$ cat src/rtl/poly_note_player.sv
// Polyphonic square-wave note player: timed note requests are assigned to
// CHANNELS voices whose outputs are mixed into a single PWM bit.
module poly_note_player #(
    parameter int CHANNELS    = 4,
    parameter int DIV_WIDTH   = 16,
    parameter int DUR_WIDTH   = 12,
    parameter int TICK_CYCLES = 50000,
    parameter int STEAL       = 0,
    localparam int LW = $clog2(CHANNELS + 1)
) (
    input  logic                 iClk,
    input  logic                 iReset,
    input  logic                 iNoteValid,
    output logic                 oNoteReady,
    input  logic [DIV_WIDTH-1:0] iHalfPeriod,
    input  logic [DUR_WIDTH-1:0] iDuration,
    input  logic                 iRelease,
    output logic [CHANNELS-1:0]  oActive,
    output logic [LW-1:0]        oLevel,
    output logic                 oPWM
);

    localparam int PW = $clog2(TICK_CYCLES);
    localparam int MW = (CHANNELS > 1) ? $clog2(CHANNELS) : 1;

    logic [PW-1:0]        presc_q, presc_d;
    logic [MW-1:0]        mix_q, mix_d;
    logic [MW-1:0]        ptr_q, ptr_d;
    logic [CHANNELS-1:0]  busy_q, busy_d;
    logic [CHANNELS-1:0]  sq_q, sq_d;
    logic [DIV_WIDTH-1:0] phase_q [CHANNELS];
    logic [DIV_WIDTH-1:0] phase_d [CHANNELS];
    logic [DIV_WIDTH-1:0] half_q  [CHANNELS];
    logic [DIV_WIDTH-1:0] half_d  [CHANNELS];
    logic [DUR_WIDTH-1:0] rem_q   [CHANNELS];
    logic [DUR_WIDTH-1:0] rem_d   [CHANNELS];
    logic [LW-1:0]        level_q, level_d;
    logic                 pwm_q, pwm_d;

    logic          tick;
    logic          found;
    logic [MW-1:0] sel;
    logic          load_en;

    assign tick = (presc_q == PW'(TICK_CYCLES - 1));

    // Lowest idle voice wins; with none idle the steal pointer is used.
    always_comb begin
        found = 1'b0;
        sel   = ptr_q;
        for (int k = CHANNELS - 1; k >= 0; k--) begin
            if (!busy_q[k]) begin
                found = 1'b1;
                sel   = MW'(k);
            end
        end
    end

    assign oNoteReady = !iReset && !iRelease && ((STEAL != 0) || found);
    assign load_en    = iNoteValid && oNoteReady && (iDuration != '0);

    always_comb begin
        presc_d = tick ? '0 : presc_q + PW'(1);
        mix_d   = (mix_q == MW'(CHANNELS - 1)) ? '0 : mix_q + MW'(1);
        ptr_d   = ptr_q;
        if (load_en && !found) begin
            ptr_d = (ptr_q == MW'(CHANNELS - 1)) ? '0 : ptr_q + MW'(1);
        end
    end

    always_comb begin
        busy_d = busy_q;
        sq_d   = sq_q;
        for (int k = 0; k < CHANNELS; k++) begin
            phase_d[k] = phase_q[k];
            half_d[k]  = half_q[k];
            rem_d[k]   = rem_q[k];
            if (busy_q[k]) begin
                if (half_q[k] != '0) begin
                    if (phase_q[k] == half_q[k] - DIV_WIDTH'(1)) begin
                        phase_d[k] = '0;
                        sq_d[k]    = ~sq_q[k];
                    end else begin
                        phase_d[k] = phase_q[k] + DIV_WIDTH'(1);
                    end
                end
                if (tick) begin
                    if (rem_q[k] == DUR_WIDTH'(1)) begin
                        busy_d[k] = 1'b0;
                        sq_d[k]   = 1'b0;
                    end else begin
                        rem_d[k] = rem_q[k] - DUR_WIDTH'(1);
                    end
                end
            end
            // A fresh load overrides this edge's tick decrement.
            if (load_en && sel == MW'(k)) begin
                busy_d[k]  = 1'b1;
                sq_d[k]    = 1'b0;
                phase_d[k] = '0;
                half_d[k]  = iHalfPeriod;
                rem_d[k]   = iDuration;
            end
            if (iRelease) begin
                busy_d[k]  = 1'b0;
                sq_d[k]    = 1'b0;
                phase_d[k] = '0;
            end
        end
    end

    always_comb begin
        level_d = '0;
        for (int k = 0; k < CHANNELS; k++) begin
            level_d = level_d + LW'(sq_q[k] & busy_q[k]);
        end
        pwm_d = (LW'(mix_q) < level_q);
    end

    always_ff @(posedge iClk) begin
        if (iReset) begin
            presc_q <= '0;
            mix_q   <= '0;
            ptr_q   <= '0;
            busy_q  <= '0;
            sq_q    <= '0;
            level_q <= '0;
            pwm_q   <= 1'b0;
            for (int k = 0; k < CHANNELS; k++) begin
                phase_q[k] <= '0;
                half_q[k]  <= '0;
                rem_q[k]   <= '0;
            end
        end else begin
            presc_q <= presc_d;
            mix_q   <= mix_d;
            ptr_q   <= ptr_d;
            busy_q  <= busy_d;
            sq_q    <= sq_d;
            level_q <= level_d;
            pwm_q   <= pwm_d;
            for (int k = 0; k < CHANNELS; k++) begin
                phase_q[k] <= phase_d[k];
                half_q[k]  <= half_d[k];
                rem_q[k]   <= rem_d[k];
            end
        end
    end

    assign oActive = busy_q;
    assign oLevel  = level_q;
    assign oPWM    = pwm_q;

endmodule

$ cat config.mk
export PLATFORM = sky130hd
export DESIGN_NAME = poly_note_player
export DESIGN_NICKNAME = d
export VERILOG_FILES = /design/src/rtl/poly_note_player.sv
export SDC_FILE = /design/constraint.sdc
export NUM_CORES = 1
export LEC_CHECK = 0
export CAP_MARGIN = 15
export CORE_MARGIN = 3
export CORE_UTILIZATION = 56
export DETAILED_ROUTE_END_ITERATION = 16
export PLACE_DENSITY = 0.77
export SYNTH_ARGS = -nofsm -noshare
export SYNTH_HDL_FRONTEND = slang
export SYNTH_SLANG_ARGS = --single-unit
export TNS_END_PERCENT = 20
$ cat constraint.sdc
create_clock -name iClk -period 2.8 [get_ports iClk]
set_clock_uncertainty 0.15 [all_clocks]
set_input_delay 0.28 -clock iClk [delete_from_list [all_inputs] [get_ports iClk]]
set_output_delay 0.28 -clock iClk [all_outputs]
set_load 0.02 [all_outputs]
==> load_flow_metrics.sql <==
INSERT INTO impl_metrics (metric_group, metric, value, unit) VALUES
('status', 'status', 'finished with violations', ''),
('status', 'violations', 'setup timing', ''),
('placement', 'routabilityCongestion', '0.922', ''),
('critical_path', 'critical_path_arrival', '3040', 'ps'),
('pwr', 'irDropWorstVdd', '0.454', 'mV'),
('logic_synthesis', 'netlist_instances', '1439', ''),
('drt', 'vias_per_cell', '5.88', ''),
('logic_synthesis', 'yosys_most_used_dff', 'sky130_fd_sc_hd__dfxtp_1', ''),
('logic_synthesis', 'synth_seq_area_share', '36.6', '%'),
('logic_synthesis', 'postSynthRegisterBits', '208', ''),
('hold_path', 'hold_class', 'in -> reg', ''),
('logic_synthesis', 'synth-compound-area-share', '15.3', '%'),
('logic_synthesis', 'synth_top_family_by_area', 'simple AND/OR/NAND/NOR gates', ''),
('drt', 'routed_wl', '29.6', 'mm'),
('drt', 'antenna_viol_nets_final', '0', ''),
('drt', 'detail_route.iter0.violations', '721', ''),
('cts', 'h-tree-depth', '1', ''),
('cts', 'clock_insertion_delay_worst_skew', '500', 'ps'),
('logic_synthesis', 'postSynthNetCount', '1493', ''),
('global_route', 'antenna_violations_before_repair', '0', ''),
('drt', 'route.vias.total', '10700', ''),
('global_route', 'grt_pass1_wl', '48.5', 'mm'),
('timing', 'post-route-period-util', '101', '%'),
('placement', 'dp.cells', '1767', ''),
('final_layout', 'fin_nets', '1588', ''),
('logic_synthesis', 'asyncSetResetFlopFracSynth', '0', '%'),
('critical_path', 'criticalPathCategory', 'reg -> reg', ''),
('floorplan', 'num_rows', '51', ''),
('cts', 'clock_sinks', '208', ''),
('timing', 'setup_viol_count_final', '1', ''),
('final_layout', 'area_delta_synth_final', '19.6', '%'),
('logic_synthesis', 'synth_enable_flop_cells', '0', ''),
('cts', 'cts_made_buffers', '23', ''),
('critical_path', 'cp.required', '3010', 'ps'),
('logic_synthesis', 'synth-simple-area-share', '28.8', '%'),
('global_route', 'grt_overflow', '0', ''),
('final_layout', 'final_cells', '1815', ''),
('timing', 'timing.max_slew.rel_slack', '48.4', '%'),
('timing', 'finalWorstSetupSlack', '-21.2', 'ps'),
('cts', 'worst_setup_hold_path_clk_slew', '60', 'ps'),
('global_route', 'grt_use_total', '26.2', '%'),
('timing', 'worst_slew_pin_slew', '774', 'ps'),
('cts', 'clock_tree_root_driver_cell', 'sky130_fd_sc_hd__clkbuf_16', ''),
('final_layout', 'layout.cells.most_common', 'sky130_fd_sc_hd__nand2_1', ''),
('cts', 'tritoncts', 'yes', ''),
('logic_synthesis', 'post_synth_xor_area_fraction', '11.6', '%'),
('logic_synthesis', 'ys_warn_count', '0', ''),
('drt', 'routedWlPerCell', '16.3', 'µm'),
('critical_path', 'crit_path_max_fanout', '4', ''),
('timing', 'hold_violations', '0', ''),
('floorplan', 'fp.dieW', '148', 'µm'),
('timing', 'timing.final.max_slew_violations', '0', ''),
('floorplan', 'io-pin-count', '41', ''),
('timing', 'fmax', '354', 'MHz'),
('final_layout', 'layout.cells.most_common_list', '214 x sky130_fd_sc_hd__nand2_1, 207 x sky130_fd_sc_hd__dfxtp_1, 155 x sky130_fd_sc_hd__nor2_1', ''),
('cts', 'holdBufCountCts', '0', ''),
('global_route', 'first_global_vias', '9787', ''),
('drt', 'firstDrtPassIters', '5', ''),
('timing', 'grt_setup_unrepaired', 'true', ''),
('logic_synthesis', 'ys_types', '81', ''),
('final_layout', 'post-route-util', '69.0', '%'),
('cts', 'number_of_buffers_on_the_longest_clock_path', '3', ''),
('placement', 'number_of_buffer_cells_added_on_primary_ports', '40', ''),
('floorplan', 'fp.coreArea', '19700', 'µm²'),
('pwr', 'p_leak', '4.87', 'nW'),
('critical_path', 'setup.worst_path.end_class', 'flop', ''),
('logic_synthesis', 'synth.area.mux_share', '1.16', '%'),
('placement', 'post_dp_cell_area', '12600', 'µm²'),
('logic_synthesis', 'postSynthAreaPerCell', '7.90', 'µm²'),
('drt', 'post-route-drc-count', '0', ''),
('placement', 'detailed_place_hpwl', '21.0', 'mm');
[state kept, by name, indices dropped and copies added, names as in the netlist]
signal   flops
oActive      4
sq_q         4
oLevel       3
ptr_q        2
presc_q     16
mix_q        2
half_q      64
phase_q     64
oPWM         1
rem_q       48
[synthesized netlist by cell type (4+ instances only)]
cell | instances | area, µm²
sky130_fd_sc_hd__nor2b_1 | 11 | 68.8
sky130_fd_sc_hd__mux2i_1 | 12 | 120
sky130_fd_sc_hd__o2111ai_1 | 4 | 35.0
sky130_fd_sc_hd__a21oi_1 | 109 | 546
sky130_fd_sc_hd__a211o_1 | 4 | 35.0
sky130_fd_sc_hd__or4_1 | 16 | 120
sky130_fd_sc_hd__and2_1 | 11 | 68.8
sky130_fd_sc_hd__or3_1 | 25 | 156
sky130_fd_sc_hd__nor2_1 | 156 | 586
sky130_fd_sc_hd__o311ai_0 | 8 | 70.1
sky130_fd_sc_hd__o21a_1 | 8 | 60.1
sky130_fd_sc_hd__nor4b_1 | 5 | 43.8
sky130_fd_sc_hd__or2_2 | 5 | 31.3
sky130_fd_sc_hd__o21ai_0 | 25 | 125
sky130_fd_sc_hd__nand2_1 | 215 | 807
sky130_fd_sc_hd__dfxtp_1 | 208 | 4160
sky130_fd_sc_hd__o31ai_1 | 9 | 67.6
sky130_fd_sc_hd__xor2_1 | 69 | 604
sky130_fd_sc_hd__inv_1 | 41 | 154
sky130_fd_sc_hd__a31oi_1 | 19 | 119
sky130_fd_sc_hd__nor3_1 | 48 | 240
sky130_fd_sc_hd__ha_1 | 21 | 263
sky130_fd_sc_hd__and3_1 | 14 | 87.6
sky130_fd_sc_hd__nor3b_1 | 7 | 52.6
sky130_fd_sc_hd__clkbuf_1 | 63 | 236
sky130_fd_sc_hd__nand2b_1 | 16 | 100
sky130_fd_sc_hd__nand4b_1 | 5 | 43.8
sky130_fd_sc_hd__xnor2_1 | 81 | 709
sky130_fd_sc_hd__nand3_1 | 48 | 240
sky130_fd_sc_hd__o211ai_1 | 14 | 105
sky130_fd_sc_hd__a221oi_1 | 5 | 43.8
sky130_fd_sc_hd__and4_1 | 7 | 61.3
sky130_fd_sc_hd__buf_4 | 4 | 30.0
sky130_fd_sc_hd__a211oi_1 | 20 | 150
sky130_fd_sc_hd__nor4_1 | 24 | 150
sky130_fd_sc_hd__nand3b_1 | 7 | 52.6
sky130_fd_sc_hd__nand4_1 | 28 | 175
[final timing paths]
check / startpoint / endpoint / cells past startpoint
worst max-delay path: half_q[0][5]$_SDFFE_PP0P_ / phase_q[0][2]$_SDFFE_PP0P_ / 8
worst min-delay path: iReset / oActive[3]$_SDFF_PP0_ / 3
worst max register to register: half_q[0][5]$_SDFFE_PP0P_ / phase_q[0][2]$_SDFFE_PP0P_ / 8
worst min register to register: ptr_q[1]$_SDFFE_PP0P_ / ptr_q[1]$_SDFFE_PP0P_ / 2
[metrics by stage]
step	hold WS (ps)	setup slack [ps]	power [mW]	TNS, ps
after global placement	277	24.2	3.46	0
after detailed placement	299	-73.6	3.47	-1010
after global routing	46.6	-125	6.59	-1560
after CTS	36.0	1.49	6.42	0
final	70.2	-21.2	6.37	-21.2
after floorplan	266	-38.8	3.28	-386
[critical path, cell delays in order (launching register included)]
cell                       delay [ps]
sky130_fd_sc_hd__dfxtp_2          310
sky130_fd_sc_hd__or4_4            520
sky130_fd_sc_hd__or4_4            520
sky130_fd_sc_hd__a2111o_1         370
sky130_fd_sc_hd__a22oi_2          230
sky130_fd_sc_hd__nand4_4          170
sky130_fd_sc_hd__buf_4            190
sky130_fd_sc_hd__nand2_1           90
sky130_fd_sc_hd__o311ai_0         120
[layer usage]
layer	GRT usage [%]	part of all wire, %
met1	35.3	43
met2	43.7	48
met3	3.47	5.6
met4	8.13	3.2
met5	0	0
[cell families after synthesis]
kind of cell               count (synthesis)
buffers and inverters                    115
AOI/OAI and AO/OA                        265
and+or+nand+nor                          666
DFF                                      208
muxes                                     13
xor gates and xnor gates                 150
adders and majority gates                 22
[final cells by class]
type                       instances  area (µm²)
clock buffer                      35         681
fill                            1623        6120
tap                              265         332
inverter                          41         154
timing repair buffer             143        1250
sequential                       208        4170
multi-input combinational       1117        6950
clock inverter                     6        61.3
[where the power goes]
part | switching, mW | internal (mW) | total, mW
Clock | 1.19 | 1.76 | 2.95
Combinational | 0.231 | 0.178 | 0.409
Sequential | 0.0206 | 2.98 | 3.01
Total | 1.44 | 4.93 | 6.37
[what timing repair did]
item / CTS / global route
pin swaps: 2 / 8
cloned: 0 / 1
buffers inserted: 0 / 5
endpoints found under the setup margin: 34 / 83
resized for setup: 5 / 29
hold endpoints to repair: 0 / 0
Note: power is estimated with default switching activity, not from simulation.
